--- config.mk ---
export PLATFORM = sky130hd
export DESIGN_NAME = uart_byte_receiver
export DESIGN_NICKNAME = d
export VERILOG_FILES = /design/src/rtl/uart_byte_receiver_pkg.sv /design/src/rtl/uart_byte_receiver_rx_synchronizer.sv /design/src/rtl/uart_byte_receiver.sv
export SDC_FILE = /design/constraint.sdc
export NUM_CORES = 1
export LEC_CHECK = 0
export CORE_MARGIN = 5
export CORE_UTILIZATION = 50
export DETAILED_ROUTE_END_ITERATION = 6
export PLACE_DENSITY = 0.73
export SYNTH_ARGS = -nofsm -noshare
export SYNTH_HDL_FRONTEND = slang
export SYNTH_SLANG_ARGS = --single-unit
--- constraint.sdc ---
create_clock -name clock -period 2 [get_ports clock]
set_input_delay 0.5 -clock clock [delete_from_list [all_inputs] [get_ports clock]]
set_output_delay 0.5 -clock clock [all_outputs]
set_load 0.03 [all_outputs]
--- src/rtl/uart_byte_receiver_pkg.sv ---
// Shared line-rate defaults and frame-timing helpers for the GPZDA receive path.
// The sentence and field receivers import the same CLOCK_HZ/BAUD defaults.
package uart_byte_receiver_pkg;

    localparam int unsigned DEF_CLOCK_HZ = 100_000_000;
    localparam int unsigned DEF_BAUD     = 9600;
    localparam int unsigned DEF_B        = 8;

    function automatic int unsigned calc_div(
        input int unsigned clk_hz,
        input int unsigned baud
    );
        return clk_hz / baud;
    endfunction

endpackage

--- src/rtl/uart_byte_receiver_rx_synchronizer.sv ---
// Two-flop synchroniser for the raw rx line plus a one-cycle history flop.
// All flops reset high so an idle line never looks like a start edge.
module rx_synchronizer (
    input  logic clock,
    input  logic reset,
    input  logic rx,
    output logic rx_s,
    output logic fall
);

    // [0] metastable stage, [1] rx_s, [2] rx_p history
    logic [2:0] sync_q;
    logic [2:0] sync_d;

    always_comb begin
        sync_d = {sync_q[1:0], rx};
    end

    always_ff @(posedge clock) begin
        if (reset) begin
            sync_q <= 3'b111;
        end else begin
            sync_q <= sync_d;
        end
    end

    assign rx_s = sync_q[1];
    assign fall = sync_q[2] & ~sync_q[1];

endmodule

--- src/rtl/uart_byte_receiver.sv ---
// 8N1 byte receiver: start-edge detect, mid-bit sampling, stop-bit check.
// Emits a one-cycle load with the byte, or a one-cycle frame_error.
module uart_byte_receiver
    import uart_byte_receiver_pkg::*;
#(
    parameter int unsigned CLOCK_HZ = DEF_CLOCK_HZ,
    parameter int unsigned BAUD     = DEF_BAUD,
    parameter int unsigned B        = DEF_B
) (
    input  logic         clock,
    input  logic         reset,
    input  logic         rx,
    output logic [B-1:0] data,
    output logic         load,
    output logic         frame_error,
    output logic         busy
);

    localparam int unsigned DIV  = calc_div(CLOCK_HZ, BAUD);
    localparam int unsigned HALF = DIV / 2;
    localparam int unsigned TW   = $clog2(DIV);
    localparam int unsigned IW   = (B > 1) ? $clog2(B) : 1;

    localparam logic [TW-1:0] HALF_LAST = TW'(HALF - 1);
    localparam logic [TW-1:0] BIT_LAST  = TW'(DIV - 1);
    localparam logic [IW-1:0] IDX_LAST  = IW'(B - 1);

    generate
        if (DIV < 4) begin : g_div_check
            $error("uart_byte_receiver: CLOCK_HZ/BAUD must be at least 4");
        end
    endgenerate

    typedef enum logic [1:0] {
        IDLE  = 2'd0,
        START = 2'd1,
        DATA  = 2'd2,
        STOP  = 2'd3
    } state_e;

    logic rx_s;
    logic fall;

    state_e        state_q, state_d;
    logic [TW-1:0] timer_q, timer_d;
    logic [IW-1:0] idx_q, idx_d;
    logic [B-1:0]  shreg_q, shreg_d;
    logic [B-1:0]  data_q, data_d;
    logic          load_q, load_d;
    logic          ferr_q, ferr_d;

    rx_synchronizer u_sync (
        .clock (clock),
        .reset (reset),
        .rx    (rx),
        .rx_s  (rx_s),
        .fall  (fall)
    );

    always_comb begin
        state_d = state_q;
        timer_d = timer_q + 1'b1;
        idx_d   = idx_q;
        shreg_d = shreg_q;
        data_d  = data_q;
        load_d  = 1'b0;
        ferr_d  = 1'b0;

        unique case (state_q)
            IDLE: begin
                timer_d = '0;
                idx_d   = '0;
                if (fall) begin
                    state_d = START;
                end
            end
            START: begin
                // Re-check the start bit at its centre to reject glitches
                if (timer_q == HALF_LAST) begin
                    timer_d = '0;
                    state_d = rx_s ? IDLE : DATA;
                end
            end
            DATA: begin
                if (timer_q == BIT_LAST) begin
                    timer_d = '0;
                    shreg_d = {rx_s, shreg_q[B-1:1]};
                    idx_d   = idx_q + 1'b1;
                    if (idx_q == IDX_LAST) begin
                        idx_d   = '0;
                        state_d = STOP;
                    end
                end
            end
            STOP: begin
                // Leaving here at mid-stop leaves half a bit to catch the next start
                if (timer_q == BIT_LAST) begin
                    timer_d = '0;
                    state_d = IDLE;
                    if (rx_s) begin
                        data_d = shreg_q;
                        load_d = 1'b1;
                    end else begin
                        ferr_d = 1'b1;
                    end
                end
            end
            default: begin
                state_d = IDLE;
            end
        endcase
    end

    always_ff @(posedge clock) begin
        if (reset) begin
            state_q <= IDLE;
            timer_q <= '0;
            idx_q   <= '0;
            shreg_q <= '0;
            data_q  <= '0;
            load_q  <= 1'b0;
            ferr_q  <= 1'b0;
        end else begin
            state_q <= state_d;
            timer_q <= timer_d;
            idx_q   <= idx_d;
            shreg_q <= shreg_d;
            data_q  <= data_d;
            load_q  <= load_d;
            ferr_q  <= ferr_d;
        end
    end

    assign data        = data_q;
    assign load        = load_q;
    assign frame_error = ferr_q;
    assign busy        = (state_q != IDLE);

endmodule

==> results of run 1 <==
[synth_stat cells, drive strengths merged]
cell    number
a211oi       1
a22oi        1
a311oi       1
a31o         1
a31oi        1
and2         3
and3         1
and4         3
buf          4
clkbuf       4
dfxtp       40
ha           3
inv          6
mux2         1
mux2i       17
nand2        3
nand2b      21
nand3        6
nand3b       1
nand4        5
nor2         6
nor3        14
nor3b        2
nor4         3
nor4b        1
nor4bb       1
o31a         1
o32ai        2
o41ai        1
or2          5
or4b         2
xnor2        7
xor2         4
[power by group through the flow]
stage	sequential (mW)	clock, mW	combinational (mW)
after CTS	0.802	0.381	0.0383
after global placement	0.820	0	0.0373
after detailed placement	0.820	0	0.0387
after global routing	0.803	0.419	0.0415
final	0.802	0.370	0.0387
after floorplan	0.819	0	0.0258
[cell type report]
| class | count | area, µm² |
|---|---|---|
| multi-input combinational | 118 | 913 |
| tap | 46 | 57.6 |
| sequential | 40 | 803 |
| clock inverter | 1 | 5.00 |
| fill | 295 | 1330 |
| clock buffer | 6 | 41.3 |
| inverter | 6 | 22.5 |
| timing repair buffer | 24 | 215 |
[worst max-delay path: cells and delay by family, from the launching register on]
| family | cells | cell delay [ns] |
|---|---|---|
| AOI/OAI and AO/OA | 2 | 0.66 |
| and+or+nand+nor | 1 | 0.57 |
| DFF | 1 | 0.34 |
| muxes | 1 | 0.29 |
[cell families after synthesis]
kind of cell | count (synthesis) | share of synthesized area [%]
AO/OA/AOI/OAI | 9 | 6.53
XOR/XNOR | 11 | 5.40
adder cells (fa/ha/maj) | 3 | 2.11
buffers and inverters | 14 | 3.86
flip-flops | 40 | 44.9
multiplexers | 18 | 10.4
AND/OR/NAND/NOR | 77 | 26.8
[registers in the layout, summed over array words and instances (netlist names), named ones only]
signal	count
frame_error	1
shreg_q	8
state_q	1
u_sync.sync_q	3
data	8
idx_q	3
load	1
timer_q	14
[worst max path at each step]
stage          slack (ns)     endpoint   startpoint
6_report             0.04   state_q[0]   timer_q[4]
5_1_grt             -0.02   state_q[0]   timer_q[4]
4_1_cts              0.04  timer_q[10]   timer_q[4]
3_5_place_dp         0.06  timer_q[10]   timer_q[4]
3_3_place_gp         0.14   state_q[0]  timer_q[12]
2_1_floorplan         0.1   state_q[0]   timer_q[6]
[layout by cell type, fill, tap and decap left out, types with 3 or more instances in the layout]
cell and n:
or2_2 5, dfxtp_1 38, nand3_1 6, nor3_1 14, and2_1 3, clkbuf_4 5, xnor2_1 7, buf_4 10
nand4_1 5, and4_1 3, nand2_1 3, mux2i_1 17, clkdlybuf4s50_1 12, nor2_1 6, xor2_1 4, ha_1 3
nand2b_1 21, inv_1 6
[layer usage]
layer  part of all wire (%)  vias up
met2                     48       27
met1                     47      611
met5                      0        -
met4                    1.7        0
li1                       -      651
met3                    3.5        8
[timing repair]
| action | 4_1_cts | 5_1_grt |
|---|---|---|
| buffers inserted | 0 | 1 |
| hold endpoints to repair | 0 | 0 |
| pin swaps | 0 | 2 |
| gates resized for setup | 1 | 3 |
| endpoints found under the setup margin | 1 | 14 |
==> flow_summary_export.csv, run 1 <==
group,metric,value,unit
sta,setup_violations,0,
place,postPlaceCellArea,2000,µm²
place,place_congestion,0.815,
logic_synthesis,yosys.area.top_type_share,44.9,%
setup_path,crit_required,2.24,ns
power_and_ir_drop,pwr-share-seq,66.2,%
cts,cts_tree,"built",
power_and_ir_drop,p_per_area,588,nW/µm²
die,rows,21,
sta,rsz0062_at_grt,"yes",
layout,finish.utilization,60.7,%
logic_synthesis,syn-num-nets,178,
logic_synthesis,synth_area,1780,µm²
power_and_ir_drop,pwr-share-comb,3.2,%
sta,slew_violations,0,
power_and_ir_drop,p_int,0.949,mW
logic_synthesis,avgSynthCellArea,10.4,µm²
place,port_buffers,13,
hold_path,hp-class,"flip-flop to flip-flop",
job,cap_viol_max_count,0,
die,die_width,69.7,µm
drt,drc,0,
layout,finalNetCount,201,
global_route,met1_usage,16.3,%
hold_path,min-delay-start,"u_sync.sync_q[0]",
setup_path,cp-start-kind,"flip-flop",
drt,num_vias,1297,
power_and_ir_drop,finalPower,1.21,mW
global_route,top_usage_layer,"met2",
power_and_ir_drop,clkPwrFrac,30.6,%
cts,cts.sinks,40,
setup_path,reg2reg_from,"timer_q[4]",
logic_synthesis,synth_area_leaders,"dfxtp_1 (45%), mux2i_1 (9.5%), nand2b_1 (7.4%)",
global_route,grt_use_total,13.8,%
drt,drtPass1Iterations,4,
layout,fin_cells,241,
logic_synthesis,ys_types,37,
power_and_ir_drop,p_sw_share,21.6,%
logic_synthesis,synth-seq-cells,40,
drt,ant_nets,0,
global_route,grt_overflow,0,
cts,cts_made_buffers,5,
layout,antenna_cells,0,
global_route,grt_util_met3,4.64,%
place,dp_slack,0.0598,ns
logic_synthesis,yosysTopAreaCell,"dfxtp_1",
cts,clkTransAtPathRegs,0.11,ns
hold_path,min_to,"u_sync.sync_q[1]",
place,dp_hpwl,2310,µm
layout,layout-drive-gt1-share,16.9,%
global_route,grt_pass1_wl,5470,µm
setup_path,cp_max_fo,3,
sta,fin_ws,0.0432,ns
cts,cts_hold_buf,0,
die,io-pin-count,14,
global_route,antenna_found_initial,0,
sta,fin_worst_skew,0.00416,ns
outcome,status,"complete, no violations",
cts,cts-htree-levels,2,
power_and_ir_drop,switchingPower,0.262,mW
layout,syn_to_final_growth,15.4,%
setup_path,cpPeakStageDelay,0.57,ns
hold_path,whs_path_depth,1,
setup_path,path_cells,"or4b_4, o41ai_4, o31a_4, mux2_4",
global_route,grt_pass1_vias,1234,
drt,wl_per_cell,13.7,µm
sta,max_slew_margin,61.8,%
cts,ctsLongestPathBuffers,2,
setup_path,rrSetupSlack,0.04,ns
sta,fin_tns_setup,0,ns
sta,max_slew.worst_pin.slew,0.573,ns
setup_path,reg2reg_to,"state_q[0]",
drt,vias_per_cell,5.38,
die,die_h,69.7,µm
sta,period_minus_slack,1.96,ns
setup_path,cp_slowest_cell,"or4b_4",
setup_path,worstSetupEndpointType,"flip-flop",
cts,root_buffer,"clkbuf_4",
drt,wl,3300,µm
sta,hold_viol_final,0,
logic_synthesis,seq_area_frac_synth,44.9,%
power_and_ir_drop,static-leakage-power,0.802,nW
setup_path,critical_path_class,"flip-flop to flip-flop",
die,floorplan.initialDensity,52.6,%
die,die_area,4860,µm²
global_route,grt_max_degree,18,
sta,min_period_over_period,97.8,%
layout,final_area,2060,µm²
logic_synthesis,syn_inst,172,
drt,drtIter0Drc,63,
cts,insertion_delay,0.34,ns
sta,max_freq,0.511,GHz
sta,hold_slack,0.425,ns
die,coreArea,3390,µm²
logic_synthesis,ys_warn_count,0,
place,dp_cells,233,
setup_path,critical_path_arrival,2.20,ns
power_and_ir_drop,vdd_ir_drop_max,0.448,mV
global_route,use_met2,22.9,%
setup_path,reg2reg_depth,4,
No activity file was read; power rests on OpenSTA's default activity.
==> run 2: changes to the inputs <==
--- a/config.mk
+++ b/config.mk
@@ -5,7 +5,6 @@
 export SDC_FILE = /design/constraint.sdc
 export NUM_CORES = 1
 export LEC_CHECK = 0
-export CORE_MARGIN = 5
 export CORE_UTILIZATION = 50
 export DETAILED_ROUTE_END_ITERATION = 6
 export PLACE_DENSITY = 0.73
==> run 2 against run 1 <==
Routed wire length is 5.1% higher. First-iteration DRC count is 75% higher. Worst setup slack worse by 0.0076 ns. Worst hold slack worse by 0.00068 ns. Sequential share of layout area is 0.29 points lower. Count of clock-buffer cells in the layout stayed put. Die area is 22% lower. Clock skew is 0.0072 ns higher. Register-to-register slack hardly changed. Global-route usage is 6.7 points higher. Sequential power hardly changed. Largest power group unchanged. Highest routed layer unchanged.
==> flow_summary_export.csv, run 2 (synthesis gave the netlist of run 1 again) <==
group,metric,value,unit
outcome,status,"complete, no violations",
drt,wl,3460,µm
place,dp_cells,232,
global_route,grt_pass1_wl,5550,µm
cts,cts_resized,1,
sta,period_minus_slack,1.96,ns
global_route,grt_max_degree,29,
layout,finish.utilization,61.5,%
global_route,grt_pass1_vias,1235,
drt,drtPass1Iterations,4,
sta,setup_violations,0,
die,die_width,61.7,µm
cts,cts_made_buffers,5,
cts,root_buffer,"clkbuf_4",
die,die_h,61.7,µm
setup_path,critical_path_arrival,2.19,ns
global_route,antenna_found_initial,0,
setup_path,cp_slowest_cell,"or4b_4",
drt,vias_per_cell,5.26,
drt,drtIter0Drc,110,
setup_path,cp_max_fo,14,
cts,post-cts-setup-buffers,0,
layout,largest_reg_flops,14,
die,die_area,3810,µm²
layout,final_common_cell,"dfxtp_1",
power_and_ir_drop,clkPwrFrac,39.0,%
place,dp_hpwl,2330,µm
power_and_ir_drop,switchingPower,0.296,mW
cts,ctsLongestPathBuffers,2,
layout,fillers,306,
power_and_ir_drop,static-leakage-power,0.803,nW
sta,min_period_over_period,98.2,%
cts,cts_tree,"built",
setup_path,cpPeakStageDelay,0.53,ns
place,place_congestion,0.843,
drt,wl_per_cell,14.4,µm
power_and_ir_drop,p_sw_share,21.5,%
die,io-pin-count,14,
layout,fin_cells,240,
cts,cts_hold_buf,0,
drt,ant_nets,0,
die,rows,21,
setup_path,worstSetupEndpointType,"flip-flop",
layout,syn_to_final_growth,15.9,%
drt,num_vias,1263,
layout,regMostFlops,"timer_q",
hold_path,hp-class,"flip-flop to flip-flop",
setup_path,critical_path_class,"flip-flop to flip-flop",
layout,final-seq-area,801,µm²
sta,rsz0062_at_grt,"no",
die,coreArea,3360,µm²
job,cap_viol_max_count,0,
sta,max_slew.worst_pin.slew,0.557,ns
place,postPlaceCellArea,1990,µm²
power_and_ir_drop,vdd_ir_drop_max,0.517,mV
power_and_ir_drop,pwr-share-comb,2.6,%
sta,hold_viol_final,0,
sta,slew_violations,0,
sta,fin_worst_skew,0.0113,ns
global_route,grt_use_total,20.5,%
cts,cts.sinks,40,
power_and_ir_drop,finalPower,1.37,mW
layout,layout_common_cells,"dfxtp_1 (40), nand2b_1 (21), mux2i_1 (17)",
drt,drc,0,
die,floorplan.initialDensity,53.0,%
place,port_buffers,13,
cts,clkTransAtPathRegs,0.12,ns
layout,final_area,2070,µm²
layout,antenna_cells,0,
setup_path,path_cells,"or4b_4, o41ai_4, o31a_4, buf_4, nor3_1",
layout,layout-drive-gt1-share,15.5,%
power_and_ir_drop,p_per_area,665,nW/µm²
sta,fin_tns_setup,0,ns
cts,insertion_delay,0.36,ns
cts,cts-htree-levels,2,
global_route,grt_overflow,0,
power_and_ir_drop,pwr-share-seq,58.3,%
layout,multi_input_area,913,µm²
power_and_ir_drop,p_int,1.08,mW
setup_path,cp-start-kind,"flip-flop",
sta,max_freq,0.509,GHz
layout,finalNetCount,199,
setup_path,crit_required,2.23,ns
sta,max_slew_margin,62.9,%
[run 2: worst paths after layout]
| path | from | endpoint | slack (ns) | cells after the start |
|---|---|---|---|---|
| max | timer_q[13] | timer_q[2] | 0.04 | 5 |
| max reg2reg | timer_q[13] | timer_q[2] | 0.04 | 5 |
| min reg2reg | u_sync.sync_q[0] | u_sync.sync_q[1] | 0.42 | 1 |
| min | u_sync.sync_q[0] | u_sync.sync_q[1] | 0.42 | 1 |
[run 2: metrics by stage]
step	hold WS [ns]	setup slack [ns]
global placement	0.400	0.139
floorplan	0.389	0.0975
finish	0.425	0.0357
detailed placement	0.396	0.0857
global route	0.432	0.00689
CTS	0.425	0.0599
[run 2: layer usage]
layer	part of all wire (%)	routed length, µm	track usage (%)
met4	1.4	50	8.25
met1	48	1650	24.6
met3	4.7	162	7.87
met2	46	1600	33.0
met5	0	0	0
[run 2: power by group through the flow]
stage	logic (mW)	registers [mW]	clock network (mW)
floorplan	0.0258	0.819	0
global placement	0.0346	0.820	0
detailed placement	0.0358	0.820	0
CTS	0.0356	0.802	0.542
global route	0.0386	0.803	0.571
finish	0.0362	0.802	0.536
[run 2: cell type report]
class / instances / share of cell area, %
Clock buffer: 6 / 2.00
Clock inverter: 2 / 1.69
Inverter: 6 / 1.09
Multi-Input combinational cell: 118 / 44.2
Sequential cell: 40 / 38.7
Tap cell: 46 / 2.78
Timing Repair Buffer: 22 / 9.50
[run 2: critical path: cells and delay by family, from the launching register on]
kind,cells,cell delay (ns)
AO/OA/AOI/OAI,2,0.62
buffers and inverters,1,0.20
flip-flops,1,0.41
AND/OR/NAND/NOR,2,0.61
==> run 3: changes to the inputs <==
--- a/config.mk
+++ b/config.mk
@@ -5,9 +5,9 @@
 export SDC_FILE = /design/constraint.sdc
 export NUM_CORES = 1
 export LEC_CHECK = 0
-export CORE_UTILIZATION = 50
+export CORE_UTILIZATION = 51
 export DETAILED_ROUTE_END_ITERATION = 6
-export PLACE_DENSITY = 0.73
+export PLACE_DENSITY = 0.74
 export SYNTH_ARGS = -nofsm -noshare
 export SYNTH_HDL_FRONTEND = slang
 export SYNTH_SLANG_ARGS = --single-unit
==> run 3 against run 2 <==
Flip-flop and latch count unchanged. Maximum frequency about the same. Utilization increased by 1.3 points. Die area decreased by 1.9%. Worst setup slack got worse by 0.00065 ns. Register-to-register slack about the same. Sequential power about the same. Largest power group unchanged.
==> flow_summary_export.csv, run 3 (synthesis gave the netlist of run 1 again) <==
group,metric,value,unit
outcome,status,"complete, no violations",
sta,max_slew.worst_pin.slew,0.539,ns
power_and_ir_drop,p_per_area,658,nW/µm²
setup_path,worstSetupEndpointType,"flip-flop",
drt,ant_nets,0,
cts,cts_tree,"built",
setup_path,crit_required,2.24,ns
sta,max_freq,0.509,GHz
drt,num_vias,1311,
die,die_width,61.1,µm
drt,drc,0,
setup_path,critical_path_class,"flip-flop to flip-flop",
job,cap_viol_max_count,0,
cts,cts.sinks,40,
cts,cts_made_buffers,5,
layout,final_area,2100,µm²
global_route,met1_usage,24.4,%
setup_path,cp_max_fo,4,
drt,wl,3180,µm
global_route,grt_use_total,19.8,%
global_route,antenna_found_initial,0,
cts,clkTransAtPathRegs,0.12,ns
die,rows,21,
global_route,grt_util_met3,6.93,%
layout,largest_reg_flops,14,
cts,cts-htree-levels,2,
drt,drtPass1Iterations,4,
hold_path,whs_path_depth,1,
drt,vias_per_cell,5.42,
layout,antenna_cells,0,
cts,ctsLongestPathBuffers,2,
power_and_ir_drop,vdd_ir_drop_max,0.566,mV
die,die_h,61.1,µm
sta,fin_worst_skew,0.0135,ns
global_route,use_met2,31.7,%
hold_path,hp-class,"flip-flop to flip-flop",
sta,period_minus_slack,1.96,ns
setup_path,critical_path_arrival,2.20,ns
sta,setup_violations,0,
layout,final_common_cell,"dfxtp_1",
sta,fin_tns_setup,0,ns
global_route,grt_overflow,0,
sta,min_period_over_period,98.2,%
sta,hold_viol_final,0,
cts,root_buffer,"clkbuf_4",
drt,drtIter0Drc,33,
power_and_ir_drop,static-leakage-power,0.816,nW
layout,layout-drive-gt1-share,17.3,%
cts,cts_hold_buf,0,
sta,max_slew_margin,64.1,%
global_route,grt_pass1_wl,5410,µm
global_route,top_usage_layer,"met2",
setup_path,cp-start-kind,"flip-flop",
place,place_congestion,0.864,
place,port_buffers,13,
layout,regMostFlops,"timer_q",
place,dp_hpwl,2340,µm
place,postPlaceCellArea,2000,µm²
cts,insertion_delay,0.35,ns
die,io-pin-count,14,
global_route,grt_pass1_vias,1233,
layout,finalNetCount,201,
drt,wl_per_cell,13.1,µm
sta,rsz0062_at_grt,"no",
die,floorplan.initialDensity,53.4,%
layout,syn_to_final_growth,17.5,%
layout,layout_common_cells,"dfxtp_1 (40), nand2b_1 (21), mux2i_1 (17)",
setup_path,reg2reg_depth,4,
die,die_area,3740,µm²
die,coreArea,3340,µm²
global_route,grt_max_degree,29,
sta,slew_violations,0,
run 3: cell count changes in the layout (fill, tap and decap cells not counted):
cell / change
clkinv_2: -1
clkbuf_1: -1
buf_4: +2
nand3_2: +1
clkinv_4: +2
nand3_1: -1
run 3: through the flow:
step	instances	total power, mW	setup slack, ns	hold slack [ns]	util, %
after floorplan	172	0.845	0.0975	0.389	-
after global placement	233	0.854	0.0961	0.402	59.9
after detailed placement	233	0.855	0.0284	0.407	59.9
after CTS	242	1.39	0.0331	0.418	62.7
after global routing	242	1.43	0.00741	0.454	62.8
final	242	1.38	0.0350	0.416	62.8
run 3: final cells by class:
type	count	area, µm²
tap	46	57.6
fill	280	1240
inverter	6	22.5
multi-input combinational	118	918
timing repair buffer	24	211
clock inverter	3	47.5
sequential	40	801
clock buffer	5	37.5
run 3: critical path, cell delays in order, from the launching register on:
cell and delay, ns:
dfxtp_1 0.35, or4b_4 0.56, o41ai_4 0.42, o31a_4 0.23, mux2_4 0.29
run 3: final timing paths:
kind | startpoint | to | slack (ns)
setup / recovery | timer_q[4] | state_q[0] | 0.04
hold / removal | u_sync.sync_q[0] | u_sync.sync_q[1] | 0.42
setup reg to reg | timer_q[4] | state_q[0] | 0.04
hold reg to reg | u_sync.sync_q[0] | u_sync.sync_q[1] | 0.42
run 3: layer usage:
layer  vias up  wire length (µm)
met5         -                 0
met1       629              1430
met4         0                63
li1        650                 -
met2        23              1570
met3         9               109
run 3: power breakdown:
group          total (mW)  switching [mW]  internal (mW)
sequential          0.802         0.00253          0.800
combinational      0.0361          0.0177         0.0184
clock               0.540           0.273          0.267
total                1.38           0.294           1.09
run 3: what timing repair did:
action / 4_1_cts / 5_1_grt
setup endpoints to repair: 2 / 8
buffers inserted: 1 / 0
pin swaps: 0 / 1
gates resized for setup: 1 / 1
